### config.mk
export PLATFORM = sky130hd
export DESIGN_NAME = keypad_scanner_flat
export DESIGN_NICKNAME = d
export VERILOG_FILES = /design/src/rtl/keypad_scanner_if.sv /design/src/rtl/keypad_scanner.sv /design/src/flat_wrapper.sv
export SDC_FILE = /design/constraint.sdc
export NUM_CORES = 1
export LEC_CHECK = 0
export ABC_AREA = 1
export BUFFER_PORTS_ARGS = -buffer_cell sky130_fd_sc_hd__buf_4
export CAP_MARGIN = 10
export CELL_PAD_IN_SITES_DETAIL_PLACEMENT = 1
export CELL_PAD_IN_SITES_GLOBAL_PLACEMENT = 1
export CORE_MARGIN = 2
export CORE_UTILIZATION = 39
export CTS_CLUSTER_SIZE = 16
export DETAILED_ROUTE_END_ITERATION = 12
export PLACE_DENSITY_LB_ADDON = 0.1
export SLEW_MARGIN = 20
export SYNTH_ARGS = -nofsm -noshare
export SYNTH_HDL_FRONTEND = slang
export SYNTH_SLANG_ARGS = --single-unit
### constraint.sdc
create_clock -name clkx -period 1.6 [get_ports clkx]
set_input_delay 0.48 -clock clkx [delete_from_list [all_inputs] [get_ports clkx]]
set_output_delay 0.48 -clock clkx [all_outputs]
set_load 0.03 [all_outputs]
### src/rtl/keypad_scanner_if.sv
// Keypad/display side bundle of keypad_scanner: row/column lines, clear, key report, digit register.
// master = scanner, slave = keypad/display side.
interface keypad_scanner_if;
    logic [3:0]  col;
    logic        clr;
    logic [3:0]  row;
    logic [3:0]  key_code;
    logic        key_valid;
    logic [31:0] dig;

    modport master (
        input  col,
        input  clr,
        output row,
        output key_code,
        output key_valid,
        output dig
    );

    modport slave (
        output col,
        output clr,
        input  row,
        input  key_code,
        input  key_valid,
        input  dig
    );
endinterface

### src/rtl/keypad_scanner.sv
// 4x4 keypad scanner: walks active-low rows, debounces press/release, shifts accepted codes into dig.
// Latency: 2-cycle col sync plus DEBOUNCE scan ticks to accept; key_valid is a one-cycle pulse.
// No backpressure: a press is reported once; clr always overrides the dig update.
module keypad_scanner #(
    parameter int DIV      = 50000,
    parameter int DEBOUNCE = 4
) (
    input  logic               clkx,
    input  logic               rst_n,
    keypad_scanner_if.master   bus
);
    localparam int PW = (DIV > 2) ? $clog2(DIV) : 1;
    localparam int CW = $clog2(DEBOUNCE + 1);
    localparam logic [PW-1:0] PMAX = PW'(DIV - 1);
    localparam logic [CW-1:0] CMAX = CW'(DEBOUNCE);

    typedef enum logic [1:0] {ST_SCAN, ST_DEBOUNCE, ST_HOLD, ST_RELEASE} state_t;

    state_t      state_q, state_d;
    logic [3:0]  col_s1_q, col_s1_d;
    logic [3:0]  col_s_q, col_s_d;
    logic [PW-1:0] pre_q, pre_d;
    logic [1:0]  r_q, r_d;
    logic [3:0]  pat_q, pat_d;
    logic [1:0]  c_q, c_d;
    logic [CW-1:0] cnt_q, cnt_d;
    logic [3:0]  key_code_q, key_code_d;
    logic        key_valid_q, key_valid_d;
    logic [31:0] dig_q, dig_d;

    logic          tick;
    logic          accept;
    logic [1:0]    low_idx;
    logic [CW-1:0] cnt_inc;

    always_comb begin
        col_s1_d    = bus.col;
        col_s_d     = col_s1_q;
        tick        = (pre_q == PMAX);
        pre_d       = tick ? '0 : pre_q + 1'b1;
        cnt_inc     = cnt_q + 1'b1;

        // Lowest low column wins when several are pressed together.
        if (!col_s_q[0])      low_idx = 2'd0;
        else if (!col_s_q[1]) low_idx = 2'd1;
        else if (!col_s_q[2]) low_idx = 2'd2;
        else                  low_idx = 2'd3;

        state_d     = state_q;
        r_d         = r_q;
        pat_d       = pat_q;
        c_d         = c_q;
        cnt_d       = cnt_q;
        key_code_d  = key_code_q;
        key_valid_d = 1'b0;
        accept      = 1'b0;

        if (tick) begin
            case (state_q)
                ST_SCAN: begin
                    if (col_s_q == 4'hF) begin
                        r_d = r_q + 1'b1;
                    end else begin
                        pat_d   = col_s_q;
                        c_d     = low_idx;
                        cnt_d   = '0;
                        state_d = ST_DEBOUNCE;
                    end
                end
                ST_DEBOUNCE: begin
                    if (col_s_q != pat_q) begin
                        state_d = ST_SCAN;
                    end else if (cnt_inc == CMAX) begin
                        cnt_d   = cnt_inc;
                        state_d = ST_HOLD;
                        accept  = 1'b1;
                    end else begin
                        cnt_d = cnt_inc;
                    end
                end
                ST_HOLD: begin
                    cnt_d   = '0;
                    state_d = ST_RELEASE;
                end
                ST_RELEASE: begin
                    if (col_s_q != 4'hF) begin
                        cnt_d = '0;
                    end else if (cnt_inc == CMAX) begin
                        cnt_d   = '0;
                        r_d     = r_q + 1'b1;
                        state_d = ST_SCAN;
                    end else begin
                        cnt_d = cnt_inc;
                    end
                end
                default: state_d = ST_SCAN;
            endcase
        end

        if (accept) begin
            key_code_d  = {r_q, c_q};
            key_valid_d = 1'b1;
        end

        if (bus.clr)     dig_d = '0;
        else if (accept) dig_d = {dig_q[27:0], r_q, c_q};
        else             dig_d = dig_q;
    end

    always_ff @(posedge clkx or negedge rst_n) begin
        if (!rst_n) begin
            state_q     <= ST_SCAN;
            col_s1_q    <= 4'hF;
            col_s_q     <= 4'hF;
            pre_q       <= '0;
            r_q         <= '0;
            pat_q       <= 4'hF;
            c_q         <= '0;
            cnt_q       <= '0;
            key_code_q  <= '0;
            key_valid_q <= 1'b0;
            dig_q       <= '0;
        end else begin
            state_q     <= state_d;
            col_s1_q    <= col_s1_d;
            col_s_q     <= col_s_d;
            pre_q       <= pre_d;
            r_q         <= r_d;
            pat_q       <= pat_d;
            c_q         <= c_d;
            cnt_q       <= cnt_d;
            key_code_q  <= key_code_d;
            key_valid_q <= key_valid_d;
            dig_q       <= dig_d;
        end
    end

    assign bus.row       = ~(4'b0001 << r_q);
    assign bus.key_code  = key_code_q;
    assign bus.key_valid = key_valid_q;
    assign bus.dig       = dig_q;
endmodule

### src/flat_wrapper.sv
// flat-port wrapper written by rule: the top's interface ports become plain ports
module keypad_scanner_flat 
#(
    parameter int DIV      = 50000,
    parameter int DEBOUNCE = 4
)
  (clkx, rst_n, bus_col, bus_clr, bus_row, bus_key_code, bus_key_valid, bus_dig);
  keypad_scanner_if bus_i ();
  input  logic clkx;
  input  logic rst_n;
  input wire logic [$bits(bus_i.col)-1:0] bus_col;
  input wire logic [$bits(bus_i.clr)-1:0] bus_clr;
  output wire logic [$bits(bus_i.row)-1:0] bus_row;
  output wire logic [$bits(bus_i.key_code)-1:0] bus_key_code;
  output wire logic [$bits(bus_i.key_valid)-1:0] bus_key_valid;
  output wire logic [$bits(bus_i.dig)-1:0] bus_dig;
  assign bus_i.col = bus_col;
  assign bus_i.clr = bus_clr;
  assign bus_row = bus_i.row;
  assign bus_key_code = bus_i.key_code;
  assign bus_key_valid = bus_i.key_valid;
  assign bus_dig = bus_i.dig;
  keypad_scanner #(.DIV(DIV), .DEBOUNCE(DEBOUNCE)) u_core (.clkx(clkx), .rst_n(rst_n), .bus(bus_i));
endmodule
==> run summary <==
status -> complete, but fails checks
failing checks -> setup timing
Syn Inst Count -> 400
top layer used by detailed routing -> met4
# DRC -> 0
WL met1 -> 4450 um
Combinational Power Share -> 4.0%
top-area cell type share of the netlist area -> 44.2%
distinct cell type count after synthesis -> 26
final hold vios -> 0
clock sinks -> 74
Flop pwr share -> 52.5%
Clk pwr share -> 43.5%
Initial Util -> 40.3%
Max Cap Violations -> 0
Tot Pwr -> 3.61 mW
detailed-routed wire length on met2 -> 5710 um
io pins -> 48
delay-heaviest family, CP -> flip-flops
initial antenna violation count -> 0
syn_area_per_cell -> 8.78 um2
synth warn -> 0
DR WL/cell -> 17.6 um
Worst setup SP type -> register
die height -> 98.9 um
cts hold-fix bufs -> 0
total track usage -> 20.2%
row count -> 34
clk buf depth -> 2
Post-synth EDFFs -> 0
global-route wire length before repair -> 15700 um
die area -> 0.00978 mm2
Switching Share -> 24.8%
core region area -> 0.00872 mm2
Yosys top cell by area -> dfrtp_1
Cells after DPL -> 565
fillers -> 979
post-synthesis sequential area ratio -> 53.2%
Fmax -> 0.578 GHz
clock root cell -> clkbuf_8
Slew Viols, Final -> 0
final setup fails -> 36
Pleak -> 2.60 nW
Worst Path Required -> 1120 ps
buffer and inverter count on the worst path -> 3
cell-internal power -> 2.72 mW
Die W -> 98.9 um
detailed-route vias per instance -> 5.09
largest net degree at the start of global routing -> 42
post-synthesis net count -> 414
final instance area -> 0.00514 mm2
Largest stage delay, worst path -> 450 ps
NumNets Final -> 514
Layout Skew -> 12.0 ps
pre-CTS setup slack -> -138 ps
Num CTS Buffers -> 9
Power Density -> 702 mW/mm2
CP max FO -> 4
crit path max-delay cell type -> dfrtp_2
critical path type -> register to output pin
NetSw -> 894 uW
ranking of synthesized cells by area -> dfrtp_1 44%, nand2_1 11%, dfstp_2 9.0%, nand3_1 7.6%, nand3_2 4.6%
peak supply drop -> 0.362 mV
relative slew slack -> 70.6%
mapped cell area -> 0.00351 mm2
Yosys reg bits -> 74
hold slack final -> 48.3 ps
vias -> 3118
post-route setup slack -> -129 ps
worst path cell trace -> inv_2, ha_2, inv_2, buf_6
Layout area overhead -> 46.5%
critical path's most frequent cell -> inv_2
Tcrit/Tclk final -> 108%
final wirelength -> 10800 um
# H-tree levels -> 3
drt initial violations -> 61
port bufs -> 47
DP HPWL -> 6280 um
met3 wire len -> 347 um
Worst Max-Slew Pin Slew -> 441 ps
vias in the first global route -> 3166
first drt pass iteration count -> 4
post-layout util -> 59.0%
layout cells sized above 1 -> 49.7%
crit end category -> output pin
placed inst area -> 0.00412 mm2
Placer Congestion -> 0.803
grt total ovfl -> 0
Async SR Flop Fraction -> 100%
crit path time final -> 1730 ps
Crit path arrival time -> 1250 ps
Antenna Nets Post-Route -> 0
RSZ-0062 raised after global routing -> yes
CTS tree -> done
Clock Latency Late Sink -> 360 ps
Worst Hold Class -> primary input to asynchronous set/reset pin
Antenna diodes -> 0
setup TNS -> -2280 ps
Synth Flop Type -> dfrtp_1
Layout Cells excl Fill -> 613
Reg clk slew, reported paths -> 90 ps
==> state kept, by name (all words and copies together) (netlist names), named ones only <==
signal                flops
u_core.r_q                2
u_core.pat_q              4
u_core.bus.key_code       4
u_core.state_q            1
u_core.bus.dig           32
u_core.col_s1_q           4
u_core.c_q                2
u_core.pre_q             16
u_core.cnt_q              3
u_core.col_s_q            4
u_core.bus.key_valid      1
==> metal layers <==
layer  vias to the layer above  track usage [%]
met5                         -                0
met2                        60             35.0
met3                        24             4.11
met1                      1556             25.7
li1                       1478                -
met4                         0             5.80
==> final timing paths <==
path	start	to	slack (ps)	cells past startpoint
min reg2reg	u_core.col_s1_q[0]	u_core.col_s_q[0]	360	0
max	u_core.r_q[1]	bus_row[1]	-130	4
min	rst_n	u_core.bus.dig[16]	50	1
max in group asynchronous	rst_n	u_core.pre_q[7]	1010	2
min in group clkx	bus_col[3]	u_core.col_s1_q[3]	220	1
max reg2reg	u_core.cnt_q[0]	u_core.bus.dig[3]	-130	10
==> worst register-to-register path: stages (launching register included) <==
cell	delay (ps)
dfrtp_1	430
ha_4	190
nand2_2	70
nand3_2	100
inv_2	100
nand3_4	90
nor2_4	190
buf_6	160
clkbuf_16	170
nand3_1	90
nand2_1	90
==> Yosys cell counts, types with 4 or more instances <==
master   number
nand2_1     107
dfrtp_1      62
nand3_1      53
inv_1        42
nor2_1       30
nand3_2      16
dfstp_2      12
o21ai_0      12
xor2_1        8
ha_1          7
nand4_1       7
buf_2         6
buf_6         6
nor2_2        6
a21oi_1       4
inv_2         4
o21ai_1       4
==> cells by family (layout without fill, tap and decap cells) <==
group | Yosys count | after routing | synth area share [%]
xor gates and xnor gates | 8 | 8 | 2.00
DFF | 74 | 74 | 53.2
buffers and inverters | 60 | 165 | 7.95
and+or+nand+nor | 228 | 228 | 30.9
adders and majority gates | 7 | 7 | 2.49
AOI/OAI and AO/OA | 23 | 23 | 3.49
==> timing repair <==
action                     CTS  global route
gates cloned                 4             5
resized for setup           49            90
buffers inserted             9            16
setup endpoints to repair   48            56
pin swaps                   12            39
==> final cells by class <==
type / count / area [um2] / share of cell area [%]
multi-input cells: 266 / 1790 / 34.7
repair buffers: 102 / 965 / 18.8
well taps: 108 / 135 / 2.63
clock inverters: 6 / 73.8 / 1.44
flip-flops and latches: 74 / 1870 / 36.3
clock buffers: 10 / 138 / 2.68
inverters: 47 / 178 / 3.45
==> power by group through the flow <==
stage / Sequential, mW / Combinational, mW / Clock [mW]
global placement: 1.93 / 0.113 / 0
floorplan: 1.93 / 0.0374 / 0
global route: 1.90 / 0.159 / 1.70
detailed placement: 1.93 / 0.116 / 0
CTS: 1.90 / 0.124 / 1.60
finish: 1.90 / 0.144 / 1.57
==> cells in the final DEF (no fill, tap or decap), types with 4 or more instances in the layout <==
cell type | netlist | layout
inv_2 | 4 | 16
nor2_1 | 30 | 26
o21ai_1 | 4 | 8
dfrtp_1 | 62 | 61
nand2_1 | 107 | 80
ha_2 | 0 | 4
o21ai_2 | 0 | 5
xor2_1 | 8 | 6
nand3_1 | 53 | 22
nand2_4 | 0 | 10
nor2_4 | 2 | 9
inv_1 | 42 | 30
dfstp_2 | 12 | 12
a21oi_1 | 4 | 4
nand3_2 | 16 | 44
buf_6 | 6 | 11
buf_4 | 0 | 81
clkbuf_8 | 0 | 10
nand2_2 | 3 | 20
clkinv_4 | 0 | 4
nand4_1 | 7 | 7
(Power assumes the default switching activity.)
